**config.mk**
```make
export PLATFORM = sky130hd
export DESIGN_NAME = unified_mem_arbiter
export DESIGN_NICKNAME = d
export VERILOG_FILES = /design/src/rtl/mem_arb_pkg.sv /design/src/rtl/unified_mem_arbiter.sv
export SDC_FILE = /design/constraint.sdc
export NUM_CORES = 1
export LEC_CHECK = 0
export BUFFER_PORTS_ARGS = -buffer_cell sky130_fd_sc_hd__buf_2
export CAP_MARGIN = 10
export CORE_ASPECT_RATIO = 1.75
export CORE_MARGIN = 3
export CORE_UTILIZATION = 47
export DETAILED_ROUTE_END_ITERATION = 8
export GPL_ROUTABILITY_DRIVEN = 1
export PLACE_DENSITY = 0.85
export SETUP_SLACK_MARGIN = 0.4
export SLEW_MARGIN = 20
export SYNTH_ARGS = -nofsm -noshare
export SYNTH_HDL_FRONTEND = slang
export SYNTH_SLANG_ARGS = --single-unit
```
**constraint.sdc**
```tcl
create_clock -name clk -period 5.25 [get_ports clk]
set_clock_uncertainty 0.05 [all_clocks]
set_input_delay 0.525 -clock clk [delete_from_list [all_inputs] [get_ports clk]]
set_output_delay 0.525 -clock clk [all_outputs]
set_load 0.005 [all_outputs]
```
**src/rtl/mem_arb_pkg.sv**
```systemverilog
// Shared types and defaults for the unified instruction/data memory arbiter.
package mem_arb_pkg;

  // Memory-port FSM states
  typedef enum logic [1:0] {
    IDLE = 2'd0,
    BUSY = 2'd1,
    RESP = 2'd2
  } arb_state_e;

  // Which requester owns the in-flight memory access
  typedef enum logic {
    GNT_IF = 1'b0,
    GNT_DM = 1'b1
  } grant_e;

  // Consecutive data grants tolerated while fetch is waiting
  localparam int unsigned DEFAULT_MAX_DM_STREAK = 4;

endpackage

```
**src/rtl/unified_mem_arbiter.sv**
```systemverilog
// Single-port memory arbiter shared by the fetch and memory stages.
// Data accesses win over fetch, but a streak limit keeps fetch from starving.
// Each access: grant in IDLE, wait for mem_ack in BUSY, one-cycle ready in RESP.
module unified_mem_arbiter
  import mem_arb_pkg::*;
#(
  parameter int unsigned ADDR_WIDTH    = 32,
  parameter int unsigned DATA_WIDTH    = 32,
  parameter int unsigned MAX_DM_STREAK = DEFAULT_MAX_DM_STREAK
) (
  input  logic                    clk,
  input  logic                    rst,
  // fetch port
  input  logic                    if_req,
  input  logic [ADDR_WIDTH-1:0]   if_addr,
  output logic                    if_ready,
  output logic [DATA_WIDTH-1:0]   if_rdata,
  // data port
  input  logic                    dm_req,
  input  logic                    dm_we,
  input  logic [ADDR_WIDTH-1:0]   dm_addr,
  input  logic [DATA_WIDTH-1:0]   dm_wdata,
  input  logic [DATA_WIDTH/8-1:0] dm_be,
  output logic                    dm_ready,
  output logic [DATA_WIDTH-1:0]   dm_rdata,
  // backing memory port
  output logic                    mem_req,
  output logic                    mem_we,
  output logic [ADDR_WIDTH-1:0]   mem_addr,
  output logic [DATA_WIDTH-1:0]   mem_wdata,
  output logic [DATA_WIDTH/8-1:0] mem_be,
  input  logic [DATA_WIDTH-1:0]   mem_rdata,
  input  logic                    mem_ack,
  // pipeline stalls
  output logic                    stall_f,
  output logic                    stall_m
);

  localparam int unsigned BE_WIDTH = DATA_WIDTH / 8;
  localparam int unsigned STREAK_W = $clog2(MAX_DM_STREAK + 1);

  arb_state_e              state_q, state_d;
  grant_e                  gnt_q, gnt_d;
  logic [STREAK_W-1:0]     streak_q, streak_d;
  logic                    mem_req_q, mem_req_d;
  logic                    mem_we_q, mem_we_d;
  logic [ADDR_WIDTH-1:0]   mem_addr_q, mem_addr_d;
  logic [DATA_WIDTH-1:0]   mem_wdata_q, mem_wdata_d;
  logic [BE_WIDTH-1:0]     mem_be_q, mem_be_d;
  logic                    if_ready_q, if_ready_d;
  logic                    dm_ready_q, dm_ready_d;
  logic [DATA_WIDTH-1:0]   if_rdata_q, if_rdata_d;
  logic [DATA_WIDTH-1:0]   dm_rdata_q, dm_rdata_d;

  logic                    streak_max;
  logic                    dm_wins;

  assign streak_max = (streak_q == STREAK_W'(MAX_DM_STREAK));
  // Data has priority unless fetch has already been passed over too often
  assign dm_wins    = dm_req && !(if_req && streak_max);

  // Next-state, grant, request-field and response logic
  always_comb begin
    state_d     = state_q;
    gnt_d       = gnt_q;
    streak_d    = streak_q;
    mem_req_d   = mem_req_q;
    mem_we_d    = mem_we_q;
    mem_addr_d  = mem_addr_q;
    mem_wdata_d = mem_wdata_q;
    mem_be_d    = mem_be_q;
    if_rdata_d  = if_rdata_q;
    dm_rdata_d  = dm_rdata_q;
    if_ready_d  = 1'b0;
    dm_ready_d  = 1'b0;

    unique case (state_q)
      IDLE: begin
        if (dm_wins) begin
          state_d     = BUSY;
          gnt_d       = GNT_DM;
          mem_req_d   = 1'b1;
          mem_we_d    = dm_we;
          mem_addr_d  = dm_addr;
          mem_wdata_d = dm_wdata;
          mem_be_d    = dm_be;
          if (!if_req) begin
            streak_d = '0;
          end else if (!streak_max) begin
            streak_d = streak_q + STREAK_W'(1);
          end
        end else if (if_req) begin
          state_d     = BUSY;
          gnt_d       = GNT_IF;
          mem_req_d   = 1'b1;
          mem_we_d    = 1'b0;
          mem_addr_d  = if_addr;
          mem_wdata_d = '0;
          mem_be_d    = '0;
          streak_d    = '0;
        end
      end
      BUSY: begin
        if (mem_ack) begin
          state_d   = RESP;
          mem_req_d = 1'b0;
          if (gnt_q == GNT_IF) begin
            if_rdata_d = mem_rdata;
            if_ready_d = 1'b1;
          end else begin
            if (!mem_we_q) begin
              dm_rdata_d = mem_rdata;
            end
            dm_ready_d = 1'b1;
          end
        end
      end
      RESP: begin
        state_d = IDLE;
      end
      default: begin
        state_d = IDLE;
      end
    endcase
  end

  // State and output registers, cleared asynchronously
  always_ff @(posedge clk or posedge rst) begin
    if (rst) begin
      state_q     <= IDLE;
      gnt_q       <= GNT_IF;
      streak_q    <= '0;
      mem_req_q   <= 1'b0;
      mem_we_q    <= 1'b0;
      mem_addr_q  <= '0;
      mem_wdata_q <= '0;
      mem_be_q    <= '0;
      if_ready_q  <= 1'b0;
      dm_ready_q  <= 1'b0;
      if_rdata_q  <= '0;
      dm_rdata_q  <= '0;
    end else begin
      state_q     <= state_d;
      gnt_q       <= gnt_d;
      streak_q    <= streak_d;
      mem_req_q   <= mem_req_d;
      mem_we_q    <= mem_we_d;
      mem_addr_q  <= mem_addr_d;
      mem_wdata_q <= mem_wdata_d;
      mem_be_q    <= mem_be_d;
      if_ready_q  <= if_ready_d;
      dm_ready_q  <= dm_ready_d;
      if_rdata_q  <= if_rdata_d;
      dm_rdata_q  <= dm_rdata_d;
    end
  end

  assign mem_req   = mem_req_q;
  assign mem_we    = mem_we_q;
  assign mem_addr  = mem_addr_q;
  assign mem_wdata = mem_wdata_q;
  assign mem_be    = mem_be_q;
  assign if_ready  = if_ready_q;
  assign dm_ready  = dm_ready_q;
  assign if_rdata  = if_rdata_q;
  assign dm_rdata  = dm_rdata_q;
  assign stall_f   = if_req & ~if_ready_q;
  assign stall_m   = dm_req & ~dm_ready_q;

endmodule
```
==> flow_summary.ini <==
[status]
outcome = finished, final reports clean

[setup_path]
path_class = reg -> reg
critPathMaxFanout = 34
critPathLaunchType = flop
critPathCaptureType = flop
required_ns = 5.42
worstPathArrival_ns = 2.58

[power_and_ir_drop]
power_w = 0.00485
irDropWorstVdd_mv = 0.326
p_leak_nw = 4.00
power_density_nw_per_um2 = 606

[logic_synthesis]
yosys.area_share.adder_pct = 0.417
synth-compound-area-share_pct = 14.1
synth_fp_nets = 583
yosysTopAreaCellShare_pct = 59.3
synth_area_per_cell_um2 = 13.5
synth_flop_cell = dfrtp_1
synthSimpleGateAreaFrac_pct = 8.08
async_reset_ff_share_pct = 100
synth-seq-cells = 142
yosysTopAreaCell = dfrtp_1
synth_area_um2 = 5990
yosys_warnings = 0
synth_edf_count = 0
synth_top_family_by_area = compound AO/OA/AOI/OAI gates
synth_xor_area_share_pct = 0
postSynthCellCount = 443
ys_seq_area_share_pct = 59.3
synthMuxAreaShare_pct = 12.0
yosysUniqueCellTypes = 31
synth_area_leaders = dfrtp_1, o221ai_2, mux2_1

[placement]
place.detailed.hpwl_um = 11700
portBuffers = 275
routabilityCongestion = 0.821

[sta]
rsz0062_at_grt = no
slew_headroom_pct = 34.5
tightest_slew_ns = 0.983
clock.fmax_ghz = 0.415
hold_viol = 0
finalCritPeriodShare_pct = 45.9
fin_setup_tns_ns = 0
report.final.slew_viol_count = 0
final-setup-viol-count = 0
timing.final.crit_period_ns = 2.41

[cts]
post_cts_buffers = 0
clock_latency_ns = 0.40
htreeDepth = 4
clkTransAtPathRegs_ns = 0.06
cts.path.max_buffers = 2
cts_buffers = 17
clockRootBuffer = clkbuf_16
cts_tree = done
postCtsResizedCells = 0
clock-sinks = 142
holdBufCountCts = 0

[global_routing]
grtUsageTotal_pct = 22.5
grt-ovfl-total = 0
grt_antenna_before_repair = 0
grt_pass1_wl_um = 25400
grt_max_degree = 79
grt_pass1_vias = 5063

[routing]
dr.max_layer_used = met4
dr.pass1.iters = 5
routed_via_density = 5.40
met1_length_um = 5820
drc_errors = 0
dr_wl_met2_um = 8730
dr_wl_met3_um = 1050
num_vias = 4774
drt_iter0_drc = 193
wl_per_cell_um = 18.2
ant_nets = 0
finalWirelength_um = 16000

[layout]
layout-drive-gt1-share_pct = 53.5
synthToLayoutAreaGrowth_pct = 33.5
nets = 843
diodes = 0
n_fill_cell = 986

[die]
row_count = 54
die_y_um = 155
die-width_um = 91.4
start_util_pct = 48.0
dieArea_um2 = 14200
io_pins = 276
fp.coreArea_um2 = 12500

[run]
maxCapViolations = 0

[worst_hold_path]
min_path_type = in -> async
[report_power, final]
group	switching, W	internal, W	total, W	leakage, nW
clock network	0.000493	0.000669	0.00116	0.269
logic	0.000873	0.000909	0.00178	1.99
registers	0.000287	0.00162	0.00190	1.74
total	0.00165	0.00319	0.00485	4.00
[cell usage after synthesis, types with 2 or more instances]
cell type / n
a22o_1: 38
a32o_1: 2
and2_1: 2
buf_2: 15
buf_4: 3
buf_6: 6
clkbuf_1: 16
dfrtp_1: 142
ha_1: 2
inv_1: 36
mux2_1: 32
mux2_2: 32
nand2_1: 3
nand3_1: 33
nand4_1: 32
nor2_2: 2
nor2b_1: 3
o221ai_1: 2
o221ai_2: 30
[critical path: stages (launching register included)]
cell	delay, ns
dfrtp_1	0.35
inv_1	0.07
ha_1	0.22
nand3_1	0.09
buf_4	0.32
and2_2	0.87
o221ai_1	0.25
[per-layer routing]
metal  vias to the layer above  track usage (%)
met5                         -                0
met4                         0             9.71
met3                        37             5.47
met2                       237             40.3
met1                      2347             25.3
li1                       2153                -
[registers in the layout (all words and copies together), names as in the netlist]
| signal | cells |
|---|---|
| streak_q | 3 |
| mem_wdata | 32 |
| mem_addr | 32 |
| state_q | 2 |
| mem_we | 1 |
| if_rdata | 32 |
| mem_be | 4 |
| dm_ready | 1 |
| dm_rdata | 32 |
| if_ready | 1 |
| mem_req | 1 |
| gnt_q | 1 |
[final cells by class]
type	count	area, um2	share of cell area (%)
clock buffer	18	429	5.36
clock inverter	14	144	1.80
inverter	36	140	1.75
multi-input combinational	224	2090	26.2
sequential	142	3550	44.4
tap	168	210	2.63
timing repair buffer	282	1430	17.9
[cell usage in the layout (no fill, tap or decap), types with 4 or more instances in the layout]
cell type and n:
clkinvlp_4 4, clkbuf_16 17, a22o_1 38, inv_1 35
buf_2 275, inv_6 7, nand4_1 32, o221ai_2 30
mux2_1 32, dfrtp_1 142, buf_4 7, mux2_2 32
nand3_1 33
[kinds of logic after synthesis]
group                    count (synthesis)
flip-flops                             142
multiplexers                            64
AND/OR/NAND/NOR                         82
buffers and inverters                   77
AO/OA/AOI/OAI                           76
adder cells (fa/ha/maj)                  2
[final timing paths]
check	startpoint	slack, ns	cells after the start	to
min	rst	0.18	2	if_rdata[25]$_DFFE_PP0P_
max reg2reg	streak_q[0]$_DFFE_PP0P_	2.84	6	mem_addr[30]$_DFFE_PP0P_
max	streak_q[0]$_DFFE_PP0P_	2.84	6	mem_addr[30]$_DFFE_PP0P_
min in group clk	dm_we	0.29	2	mem_we$_DFFE_PP0P_
min reg2reg	dm_rdata[6]$_DFFE_PP0P_	0.43	1	dm_rdata[6]$_DFFE_PP0P_
max in group asynchronous	rst	3.70	3	if_rdata[27]$_DFFE_PP0P_
[through the flow]
step                setup WS [ns]  instances  cell area [um2]  util, %  hold slack (ns)
finish                       2.84        884             8000     64.0            0.177
global placement             2.62        852             7430     59.4            0.412
global route                 2.64        884             8000     64.0            0.230
floorplan                   0.865        443             5990        -            0.418
CTS                          2.81        884             8000     64.0            0.208
detailed placement           2.51        852             7430     59.4            0.419
No activity file was read; power rests on OpenSTA's default activity.
